===== config.mk =====
export PLATFORM = sky130hd
export DESIGN_NAME = fifo_ptr_ctrl
export DESIGN_NICKNAME = d
export VERILOG_FILES = /design/src/rtl/fifo_pkg.sv /design/src/rtl/onehot_dec.sv /design/src/rtl/fifo_ptr_ctrl.sv
export SDC_FILE = /design/constraint.sdc
export NUM_CORES = 1
export LEC_CHECK = 0
export ABC_AREA = 1
export BUFFER_PORTS_ARGS = -buffer_cell sky130_fd_sc_hd__buf_2
export CAP_MARGIN = 10
export CORE_MARGIN = 2
export CORE_UTILIZATION = 44
export CTS_BUF_LIST = sky130_fd_sc_hd__clkbuf_8
export DETAILED_ROUTE_END_ITERATION = 8
export PLACE_DENSITY = 0.93
export SYNTH_ARGS = -nofsm -noshare
export SYNTH_HDL_FRONTEND = slang
export SYNTH_HIERARCHICAL = 1
export SYNTH_SLANG_ARGS = --single-unit

===== constraint.sdc =====
create_clock -name clk -period 4.6 [get_ports clk]
set_input_delay 1.38 -clock clk [delete_from_list [all_inputs] [get_ports clk]]
set_output_delay 1.38 -clock clk [all_outputs]
set_load 0.01 [all_outputs]

===== src/rtl/fifo_pkg.sv =====
// rtl/fifo_pkg.sv - shared constants and helper functions for the FIFO pointer controller
//
// Contents:
//   DEFAULT_DEPTH      default number of storage words
//   DEFAULT_AF_MARGIN  almost_full asserts this many words below full by default
//   DEFAULT_AE_LEVEL   default almost_empty threshold
//   clog2()            ceiling log2, used to size the pointers
//   next_ptr()         pointer advance with wrap at an arbitrary depth
package fifo_pkg;

    localparam int unsigned DEFAULT_DEPTH     = 128;
    localparam int unsigned DEFAULT_AF_MARGIN = 2;
    localparam int unsigned DEFAULT_AE_LEVEL  = 2;

    function automatic int unsigned clog2(input int unsigned value);
        int unsigned result;
        result = 0;
        for (int unsigned p = 1; p < value; p = p << 1) begin
            result = result + 1;
        end
        return result;
    endfunction

    // Wraps at depth-1 rather than at a power of two, so a pointer never
    // addresses a word beyond the end of the storage bank.
    function automatic int unsigned next_ptr(input int unsigned ptr, input int unsigned depth);
        return (ptr == depth - 1) ? 0 : ptr + 1;
    endfunction

endpackage


===== src/rtl/onehot_dec.sv =====
// rtl/onehot_dec.sv - parametrised enable-gated one-hot decoder
//
// Ports:
//   idx_i     N-bit word index
//   en_i      decode enable; output is all-zero when low
//   onehot_o  DEPTH-wide one-hot select, at most one bit set
module onehot_dec #(
    parameter int unsigned N     = 7,
    parameter int unsigned DEPTH = 128
) (
    input  logic [N-1:0]     idx_i,
    input  logic             en_i,
    output logic [DEPTH-1:0] onehot_o
);

    always_comb begin
        onehot_o = '0;
        for (int unsigned i = 0; i < DEPTH; i++) begin
            onehot_o[i] = en_i & (idx_i == N'(i));
        end
    end

endmodule


===== src/rtl/fifo_ptr_ctrl.sv =====
// rtl/fifo_ptr_ctrl.sv - pointer, word-select and flag controller for register-file FIFOs
//
// Ports:
//   clk           rising-edge clock
//   rst           asynchronous active-high reset
//   wr_en         push request
//   rd_en         pop request
//   clr           synchronous flush of pointers, count and error flags
//   wr_sel        one-hot word write enable into the storage bank
//   rd_addr       index of the head word for the storage read mux
//   full, empty   occupancy at DEPTH / at zero
//   almost_full   count >= AF_LEVEL
//   almost_empty  count <= AE_LEVEL
//   count         current occupancy, 0..DEPTH
//   ovf, udf      sticky push-while-full / pop-while-empty flags
module fifo_ptr_ctrl
    import fifo_pkg::*;
#(
    parameter int unsigned DEPTH    = DEFAULT_DEPTH,
    parameter int unsigned AW       = clog2(DEPTH),
    parameter int unsigned AF_LEVEL = DEPTH - DEFAULT_AF_MARGIN,
    parameter int unsigned AE_LEVEL = DEFAULT_AE_LEVEL
) (
    input  logic             clk,
    input  logic             rst,
    input  logic             wr_en,
    input  logic             rd_en,
    input  logic             clr,
    output logic [DEPTH-1:0] wr_sel,
    output logic [AW-1:0]    rd_addr,
    output logic             full,
    output logic             empty,
    output logic             almost_full,
    output logic             almost_empty,
    output logic [AW:0]      count,
    output logic             ovf,
    output logic             udf
);

    localparam logic [AW:0] DEPTH_C = (AW + 1)'(DEPTH);
    localparam logic [AW:0] ONE_C   = (AW + 1)'(1);

    logic [AW-1:0] wr_ptr_q, wr_ptr_d;
    logic [AW-1:0] rd_ptr_q, rd_ptr_d;
    logic [AW:0]   count_q, count_d;
    logic          ovf_q, ovf_d;
    logic          udf_q, udf_d;
    logic          wr_acc, rd_acc;

    // Flags come only from the registered count, so full/empty reflect the
    // state before this cycle's push or pop.
    assign full         = (count_q == DEPTH_C);
    assign empty        = (count_q == '0);
    assign almost_full  = (32'(count_q) >= AF_LEVEL);
    assign almost_empty = (32'(count_q) <= AE_LEVEL);

    // rst gates acceptance combinationally so wr_sel drops the moment reset
    // asserts, not at the next edge; clr suppresses writes in its own cycle.
    assign wr_acc = wr_en & ~full  & ~clr & ~rst;
    assign rd_acc = rd_en & ~empty & ~clr & ~rst;

    always_comb begin
        wr_ptr_d = wr_ptr_q;
        rd_ptr_d = rd_ptr_q;
        count_d  = count_q;
        ovf_d    = ovf_q;
        udf_d    = udf_q;
        if (clr) begin
            wr_ptr_d = '0;
            rd_ptr_d = '0;
            count_d  = '0;
            ovf_d    = 1'b0;
            udf_d    = 1'b0;
        end else begin
            if (wr_acc) begin
                wr_ptr_d = AW'(next_ptr(32'(wr_ptr_q), DEPTH));
            end
            if (rd_acc) begin
                rd_ptr_d = AW'(next_ptr(32'(rd_ptr_q), DEPTH));
            end
            case ({wr_acc, rd_acc})
                2'b10:   count_d = count_q + ONE_C;
                2'b01:   count_d = count_q - ONE_C;
                default: count_d = count_q;
            endcase
            ovf_d = ovf_q | (wr_en & full);
            udf_d = udf_q | (rd_en & empty);
        end
    end

    always_ff @(posedge clk or posedge rst) begin
        if (rst) begin
            wr_ptr_q <= '0;
            rd_ptr_q <= '0;
            count_q  <= '0;
            ovf_q    <= 1'b0;
            udf_q    <= 1'b0;
        end else begin
            wr_ptr_q <= wr_ptr_d;
            rd_ptr_q <= rd_ptr_d;
            count_q  <= count_d;
            ovf_q    <= ovf_d;
            udf_q    <= udf_d;
        end
    end

    onehot_dec #(
        .N     (AW),
        .DEPTH (DEPTH)
    ) u_wr_dec (
        .idx_i    (wr_ptr_q),
        .en_i     (wr_acc),
        .onehot_o (wr_sel)
    );

    assign rd_addr = rd_ptr_q;
    assign count   = count_q;
    assign ovf     = ovf_q;
    assign udf     = udf_q;

endmodule

==> results of run 1 <==
-- synthesized netlist by cell type --
cell type,count
nor2_1,150
nand2_1,66
nand3_1,38
inv_1,32
dfrtp_1,24
a21oi_1,16
buf_2,9
ha_1,8
o21ai_0,6
o21ai_1,6
inv_2,5
nand2_2,4
nand4_1,4
nor2_4,4
xnor2_1,4
nand2_4,3
xor2_1,3
nand3_2,2
nor2_2,2
nor3_1,2
o22ai_1,2
a211oi_1,1
a21oi_4,1
a31oi_1,1
clkbuf_1,1
fa_1,1
nand3_4,1
nor3_2,1
o211ai_1,1
o21bai_4,1
o41ai_1,1
or2_2,1
-- worst max-delay path by stage --
stage          from  depth (start not counted)  slack (ps)          to
3_3_place_gp    clr                          7         350  wr_sel[56]
5_1_grt         clr                          8         150  wr_sel[70]
4_1_cts         clr                          7         210  wr_sel[61]
2_1_floorplan   rst                          7          30  wr_sel[49]
6_report        clr                          8         330  wr_sel[70]
3_5_place_dp    clr                          7         220  wr_sel[61]
-- worst max-delay path, stage by stage --
cell and delay (ps):
buf_2 150, inv_2 70, nand3_2 110, nor2_4 340
buf_4 240, nand3_1 260, nor2_1 180, buf_2 150
-- stage by stage --
step / hold slack [ps] / worst slack [ps]
detailed placement: 487 / 223
global route: 540 / 145
finish: 509 / 325
CTS: 510 / 212
global placement: 479 / 351
floorplan: 526 / 31.1
-- per-layer routing --
layer / track usage [%] / up-vias
met2: 48.5 / 158
met1: 32.9 / 1500
met5: 0 / -
met4: 10.7 / 0
li1: - / 1572
met3: 3.60 / 20
-- registers in the layout (all words and copies together) (netlist names) --
name / cells
ovf: 1
rd_addr: 7
wr_ptr_q: 7
udf: 1
count: 8
-- report_power, final --
| group | leakage [nW] | internal [W] | switching [W] |
|---|---|---|---|
| combinational | 1.44 | 0.0000348 | 0.0000701 |
| sequential | 0.333 | 0.000216 | 0.00000922 |
| clock | 0.0288 | 0.0000764 | 0.0000649 |
| total | 1.80 | 0.000328 | 0.000144 |
-- final cells by class --
class                   instances  area share, %
multi-input cells             330           48.8
repair buffers                158           24.4
flip-flops and latches         24           18.3
inverters                      37           4.22
well taps                      70           2.66
clock buffers                   4           1.67
-- logic make-up after synthesis --
| logic type | after synthesis |
|---|---|
| xor gates and xnor gates | 7 |
| adders and majority gates | 9 |
| buffers and inverters | 47 |
| and+or+nand+nor | 278 |
| DFF | 24 |
| AOI/OAI and AO/OA | 36 |
-- timing repair --
action | 4_1_cts | 5_1_grt
endpoints found under the setup margin | 0 | 4
setup buffers | 0 | 1
hold endpoints to repair | 0 | 0
==> reports/results.tsv, run 1 <==
metric	value	unit
outcome	finished clean	
post_cts_resized	0	
cts_buffers	3	
yosys.area_share.adder	5.02	%
p_per_area	143	nW/um^2
synthSimpleGateAreaFrac	50.4	%
slew_violations	0	
grt_first_pass_wirelength	13.8	mm
fin_util	63.6	%
start_util	46.3	%
overflow	0	
worstSetupPathType	primary input to output port	
netlist-cell-type-count	32	
ff2ff_path_depth	12	
wl_met3	552	microns
synth_fp_nets	415	
sequential_cell_area	601	sq um
yosysWarnings	6	
met2_length	4.28	mm
cts_max_path_buffers	2	
tightest_slew	607	ps
nets	568	
fillers	470	
min_from	ovf$_DFF_PP0_	
coreArea	5170	sq um
grtUsageTotal	27.2	%
hold_depth	2	
wl_met1	3.23	mm
antenna_found_initial	0	
dp_hpwl	6.63	mm
layout-drive-gt1-share	33.8	%
grt_max_degree	26	
dr.pass1.iters	5	
drc	0	
final_cells	623	
path_max_fanout	15	
finalInstanceArea	3290	sq um
startpoint_type	primary input	
design_power_total	0.000472	W
synthCells	401	
hold_path.class	flop to flop	
ys_ff_latch	24	
grt_pass1_vias	2975	
r2r_end	count[6]$_DFFE_PP0P_	
setup_viol_count_final	0	
mostFrequentLayoutCell	buf_2	
vdd_ir_drop_max	0.193	mV
top_layer	met4	
dpl_cell_area	3230	sq um
cts-htree-levels	1	
syn-cell-area	2390	sq um
dieArea	6050	sq um
fp-row-count	26	
drtIter0Drc	179	
r2r-start	count[2]$_DFFE_PP0P_	
via_per_inst	5.22	
yosysTopAreaCell	dfrtp_1	
routed_wl	8.23	mm
fin_skew	6.55	ps
hold_violations	0	
root_buffer	clkbuf_8	
multiInputGateArea	1610	sq um
synth-compound-area-share	9.10	%
end_kind	output port	
leakage	1.80	nW
port_buffers	153	
ant_nets	0	
slew_headroom	59.4	%
layout_common_cells	buf_2, nor2_1, nand2_1	
synth_mux_area_share	0	%
synthTopCellsByArea	dfrtp_1, nor2_1, nand2_1, nand3_1, inv_1	
clk_latency	270	ps
yosysTopAreaCellShare	25.1	%
die_h	77.8	microns
cp.arrival	2890	ps
area_growth	37.5	%
die-width	77.8	microns
avgRoutedWirePerCell	13.2	microns
clkTransAtPathRegs	80	ps
ff2ff_setup_slack	2090	ps
max_freq	0.234	GHz
cts_tree	done	
required	3220	ps
synth_xor_area_share	2.56	%
seq_area_frac_synth	25.1	%
antenna_cells	0	
vias	3250	
rsz0062_at_grt	false	
pin_count	154	
holdBufCountCts	0	
drv_cap	0	
syn_avg_cell_area	5.97	sq um
min_to	ovf$_DFF_PP0_	
fin_crit	4270	ps
cts.sink_count	24	
place_inst	618	
gp_congestion	0.818	
final.setup.tns	0	ps
synth_top_family_by_area	simple AND/OR/NAND/NOR gates	
period_share	92.9	%
Note: power is estimated with default switching activity, not from simulation.
==> inputs of run 2 (changes only) <==
--- a/config.mk
+++ b/config.mk
@@ -8,7 +8,7 @@
 export ABC_AREA = 1
 export BUFFER_PORTS_ARGS = -buffer_cell sky130_fd_sc_hd__buf_2
 export CAP_MARGIN = 10
-export CORE_MARGIN = 2
+export CORE_MARGIN = 5
 export CORE_UTILIZATION = 44
 export CTS_BUF_LIST = sky130_fd_sc_hd__clkbuf_8
 export DETAILED_ROUTE_END_ITERATION = 8
==> run 2 against run 1 <==
  * Worst setup slack better by 11 ps
  * Non-clock buffer count down 1
  * Count of clock-buffer cells in the layout down 1
  * Sequential cell count unchanged
  * Highest routed layer unchanged
  * Hold slack better by 5.5 ps
  * Die area up 16%
  * First-iteration DRC count down 6.7%
  * Critical endpoint is now wr_sel[15]
  * Cell count down 0.32%
  * Register-to-register slack worse by 70 ps
==> reports/results.tsv, run 2 (synthesis gave the netlist of run 1 again) <==
metric	value	unit	change
outcome	finished clean		unchanged
grt_use_met1	29.8	%	was 32.9%
startpoint_type	primary input		unchanged
gp_congestion	0.989		was 0.818
crit_path_top_delay_cell	nand3_1		was nor2_4
layout_common_cells	buf_2, nor2_1, nand2_1		unchanged
r2r-start	count[0]$_DFFE_PP0P_		was count[2]$_DFFE_PP0P_
root_buffer	clkbuf_8		unchanged
grt_busiest_layer	met2		unchanged
grt_first_pass_wirelength	15.0	mm	was 13.8 mm
vdd_ir_drop_max	0.165	mV	was 0.193 mV
gr-usage-met2	45.4	%	was 48.5%
holdBufCountCts	0		unchanged
dr.pass1.iters	5		unchanged
via_per_inst	5.27		was 5.22
coreArea	5200	sq um	was 5170 sq um
tightest_slew	675	ps	was 607 ps
fin_crit	4260	ps	was 4270 ps
cts_setup_buffers	0		unchanged
top_register	count		unchanged
period_share	92.7	%	was 92.9%
max_stage_delay	470	ps	was 340 ps
finalInstanceArea	3270	sq um	was 3290 sq um
max_freq	0.235	GHz	was 0.234 GHz
fp-row-count	26		unchanged
post_cts_resized	0		unchanged
grt_pass1_vias	3103		was 2975
final.setup.tns	0	ps	unchanged
dpl_cell_area	3230	sq um	unchanged
layout-drive-gt1-share	33.6	%	was 33.8%
cts_tree	done		unchanged
grt_max_degree	26		unchanged
place_ws	382	ps	was 223 ps
leakage	1.79	nW	was 1.80 nW
path_cells	buf_2 > inv_2 > nand3_2 > nor2_4 > nand3_1 > nor2_1 > buf_2		was buf_2 > inv_2 > nand3_2 > nor2_4 > buf_4 > nand3_1 > nor2_1 > buf_2
hold_path.class	flop to flop		unchanged
cts_max_path_buffers	2		unchanged
antenna_found_initial	0		unchanged
grt_use_met3	4.24	%	was 3.60%
slew_violations	0		unchanged
cp_common_cell	buf_2		unchanged
die_h	83.8	microns	was 77.8 microns
p_per_area	139	nW/um^2	was 143 nW/um^2
ant_nets	0		unchanged
pin_count	154		unchanged
end_kind	output port		unchanged
antenna_cells	0		unchanged
worstSetupPathType	primary input to output port		unchanged
ff2ff_path_depth	13		was 12
largest_reg_flops	8		unchanged
cp.arrival	2880	ps	was 2890 ps
clkTransAtPathRegs	80	ps	about the same
area_growth	36.6	%	was 37.5%
cts_buffers	3		unchanged
fin_skew	1.90	ps	was 6.55 ps
rsz0062_at_grt	false		unchanged
dp_hpwl	7.41	mm	was 6.63 mm
die-width	83.8	microns	was 77.8 microns
hold_depth	2		unchanged
vias	3275		was 3250
cts-htree-levels	1		unchanged
cp_num_cells	7		was 8
drc	0		unchanged
finalWorstSetupSlack	337	ps	was 325 ps
critical-path-top-delay-family	simple AND/OR/NAND/NOR gates		unchanged
crit_buf_inv	3		was 4
grtUsageTotal	25.4	%	was 27.2%
clk_latency	260	ps	was 270 ps
start_util	46.0	%	was 46.3%
required	3220	ps	about the same
setup_viol_count_final	0		unchanged
fillers	479		was 470
slew_headroom	54.8	%	was 59.4%
overflow	0		unchanged
drv_cap	0		unchanged
dieArea	7010	sq um	was 6050 sq um
startpoint	clr		unchanged
mostFrequentLayoutCell	buf_2		unchanged
hold_violations	0		unchanged
cts.sink_count	24		unchanged
min_from	ovf$_DFF_PP0_		unchanged
routed_wl	9.23	mm	was 8.23 mm
drtIter0Drc	167		was 179
path_max_fanout	16		was 15
port_buffers	153		unchanged
nets	567		was 568
avgRoutedWirePerCell	14.9	microns	was 13.2 microns
run 2: final timing paths:
kind,to,slack (ps)
worst max-delay path,wr_sel[15],340
worst min-delay path,ovf$_DFF_PP0_,510
worst max register to register,count[6]$_DFFE_PP0P_,2020
worst min register to register,ovf$_DFF_PP0_,510
max in group asynchronous,rd_addr[0]$_DFFE_PP0P_,3160
min in group asynchronous,udf$_DFF_PP0_,1200
run 2: layout make-up:
cell class	instances	area [sq um]	area share (%)
sequential	24	601	18.4
timing repair buffer	157	796	24.3
multi-input combinational	330	1610	49.1
clock buffer	3	41.3	1.26
inverter	37	139	4.25
tap	70	87.6	2.68
run 2: tightest hold or removal path, delay by kind of cell, from the launching register on:
kind	cells	cell delay [ps]
simple gates	1	80
compound gates	1	40
flops	1	350
run 2: report_power, final:
part | internal [W] | leakage (nW) | switching [W]
Clock | 0.0000586 | 0.0216 | 0.0000653
Combinational | 0.0000343 | 1.44 | 0.0000711
Sequential | 0.000216 | 0.333 | 0.00000943
run 2: through the flow:
| step | total power [W] | std cells | hold WS, ps | utilization [%] |
|---|---|---|---|---|
| 3_3_place_gp | 0.000330 | 618 | 478 | 62.0 |
| 2_1_floorplan | 0.000303 | 401 | 526 | - |
| 4_1_cts | 0.000455 | 621 | 511 | 62.8 |
| 3_5_place_dp | 0.000333 | 618 | 491 | 62.0 |
| 5_1_grt | 0.000477 | 621 | 565 | 62.8 |
| 6_report | 0.000455 | 621 | 515 | 62.8 |
run 2: routing by layer:
| metal | part of all wire, % | routed length (microns) | vias to the layer above |
|---|---|---|---|
| li1 | - | - | 1572 |
| met1 | 38 | 3540 | 1468 |
| met2 | 49 | 4520 | 208 |
| met3 | 8.9 | 824 | 27 |
| met4 | 3.7 | 346 | 0 |
| met5 | 0 | 0 | - |
==> inputs of run 3 (changes only) <==
--- a/config.mk
+++ b/config.mk
@@ -9,10 +9,10 @@
 export BUFFER_PORTS_ARGS = -buffer_cell sky130_fd_sc_hd__buf_2
 export CAP_MARGIN = 10
 export CORE_MARGIN = 5
-export CORE_UTILIZATION = 44
+export CORE_UTILIZATION = 40
 export CTS_BUF_LIST = sky130_fd_sc_hd__clkbuf_8
 export DETAILED_ROUTE_END_ITERATION = 8
-export PLACE_DENSITY = 0.93
+export PLACE_DENSITY = 0.9
 export SYNTH_ARGS = -nofsm -noshare
 export SYNTH_HDL_FRONTEND = slang
 export SYNTH_HIERARCHICAL = 1
==> constraint.sdc (replaced) <==
create_clock -name clk -period 3.7 [get_ports clk]
set_input_delay 1.11 -clock clk [delete_from_list [all_inputs] [get_ports clk]]
set_output_delay 1.11 -clock clk [all_outputs]
set_load 0.01 [all_outputs]
==> run 3 against run 2 <==
  * Sequential share of layout area down 0.35 points
  * Final area rose by 2.0%
  * Critical path depth did not move
  * Worst setup slack got worse by 190 ps
  * Hold slack lost 19 ps
  * Cell count up 1.3%
  * First-iteration DRC count rose by 47%
  * Die area grew 8.8%
  * Via count shrank 1.0%
  * Critical path type unchanged
==> reports/results.tsv, run 3 (synthesis gave the netlist of run 1 again) <==
metric	value	unit	change
grt_max_degree	25		was 26
slew_violations	0		unchanged
dieArea	7630	sq um	was 7010 sq um
largest_reg_flops	8		unchanged
period_share	96.1	%	
via_per_inst	5.15		was 5.27
rsz0062_at_grt	false		unchanged
coreArea	5890	sq um	was 5200 sq um
area_growth	39.3	%	was 36.6%
startpoint_type	primary input		unchanged
final.setup.tns	0	ps	unchanged
min_to	ovf$_DFF_PP0_		unchanged
top_register	count		unchanged
root_buffer	clkbuf_8		unchanged
tightest_slew	694	ps	was 675 ps
final_cells	629		was 621
leakage	1.81	nW	was 1.79 nW
place_inst	624		was 618
holdBufCountCts	0		unchanged
slew_headroom	53.6	%	was 54.8%
die-width	87.4	microns	was 83.8 microns
cts_max_path_buffers	2		unchanged
gp_congestion	0.948		was 0.989
fin_skew	9.04	ps	was 1.90 ps
antenna_found_initial	0		unchanged
overflow	0		unchanged
r2r_end	count[6]$_DFFE_PP0P_		unchanged
drtIter0Drc	246		was 167
cts-htree-levels	1		unchanged
min_from	ovf$_DFF_PP0_		unchanged
hold_violations	0		unchanged
clk_latency	280	ps	was 260 ps
avgRoutedWirePerCell	14.6	microns	was 14.9 microns
pin_count	154		unchanged
vias	3241		was 3275
path_max_fanout	10		was 16
drv_cap	0		unchanged
layout-drive-gt1-share	34.3	%	was 33.6%
cp.arrival	2450	ps	was 2880 ps
dr.pass1.iters	5		unchanged
end_kind	output port		unchanged
required	2590	ps	was 3220 ps
dpl_cell_area	3250	sq um	was 3230 sq um
antenna_cells	0		unchanged
setup_viol_count_final	0		unchanged
dp_hpwl	7.37	mm	was 7.41 mm
mostFrequentLayoutCell	buf_2		unchanged
hold_path.class	flop to flop		unchanged
vdd_ir_drop_max	0.157	mV	was 0.165 mV
grtUsageTotal	23.1	%	was 25.4%
grt_pass1_vias	2932		was 3103
fin_crit	3560	ps	
ff2ff_setup_slack	1140	ps	was 2020 ps
cts_buffers	3		unchanged
fp-row-count	28		was 26
hold_depth	2		unchanged
nets	569		was 567
p_per_area	196	nW/um^2	was 139 nW/um^2
port_buffers	153		unchanged
routed_wl	9.19	mm	was 9.23 mm
cts.sink_count	24		unchanged
clkTransAtPathRegs	90	ps	was 80 ps
finalInstanceArea	3330	sq um	was 3270 sq um
worstSetupPathType	primary input to output port		unchanged
ff2ff_path_depth	12		was 13
max_freq	0.281	GHz	
layout_common_cells	buf_2, nor2_1, nand2_1		unchanged
cts_tree	done		unchanged
die_h	87.4	microns	was 83.8 microns
r2r-start	count[0]$_DFFE_PP0P_		unchanged
start_util	40.7	%	was 46.0%
grt_first_pass_wirelength	14.2	mm	was 15.0 mm
startpoint	clr		unchanged
ant_nets	0		unchanged
drc	0		unchanged
outcome	finished clean		unchanged
-- run 3: changes by cell type in the layout (fill, tap and decap cells not counted), sizes merged --
cell,change
buf,+1
bufinv,+1
clkinvlp,+1
inv,-1
nor2,+1
-- run 3: worst max path at each step --
stage / end / slack, ps
after floorplan: wr_sel[49] / 20
after global placement: wr_sel[94] / 140
after detailed placement: wr_sel[126] / 80
after CTS: wr_sel[126] / 80
after global routing: wr_sel[36] / 90
final: wr_sel[64] / 140
-- run 3: cell type report --
class,count,area [sq um]
Clock buffer,3,41.3
Tap cell,75,93.8
Multi-Input combinational cell,331,1620
Clock inverter,1,30.0
Inverter,37,143
Timing Repair Buffer,158,803
Sequential cell,24,601
Fill cell,561,2550
-- run 3: what timing repair did --
action | 4_1_cts | 5_1_grt
setup buffers | 0 | 0
setup endpoints to repair | 0 | 17
gates resized for setup | 0 | 2
-- run 3: power breakdown --
group          switching, W  internal, W
Combinational     0.0000884    0.0000431
Clock             0.0000942     0.000145
Sequential        0.0000118     0.000269
-- run 3: per-stage QoR --
stage | utilization (%) | total power [W] | hold WS, ps | setup slack, ps
final | 56.6 | 0.000652 | 496 | 144
after global routing | 56.6 | 0.000678 | 562 | 90.9
after CTS | 56.4 | 0.000651 | 503 | 79.8
after detailed placement | 55.1 | 0.000417 | 484 | 82.7
after global placement | 55.1 | 0.000413 | 481 | 138
after floorplan | - | 0.000376 | 526 | 16.5
-- run 3: per-layer routing --
metal | part of all wire, % | global-route usage (%) | up-vias
met3 | 8.9 | 4.16 | 15
met4 | 2.4 | 8.51 | 0
li1 | - | - | 1577
met2 | 51 | 43.2 | 166
met1 | 37 | 25.6 | 1483
met5 | 0 | 0 | -
-- run 3: worst max-delay path, cell delays in order --
cell	delay [ps]
buf_2	150
inv_2	70
nand3_2	160
nor2_4	270
nand3_1	310
nor2_1	190
buf_2	170
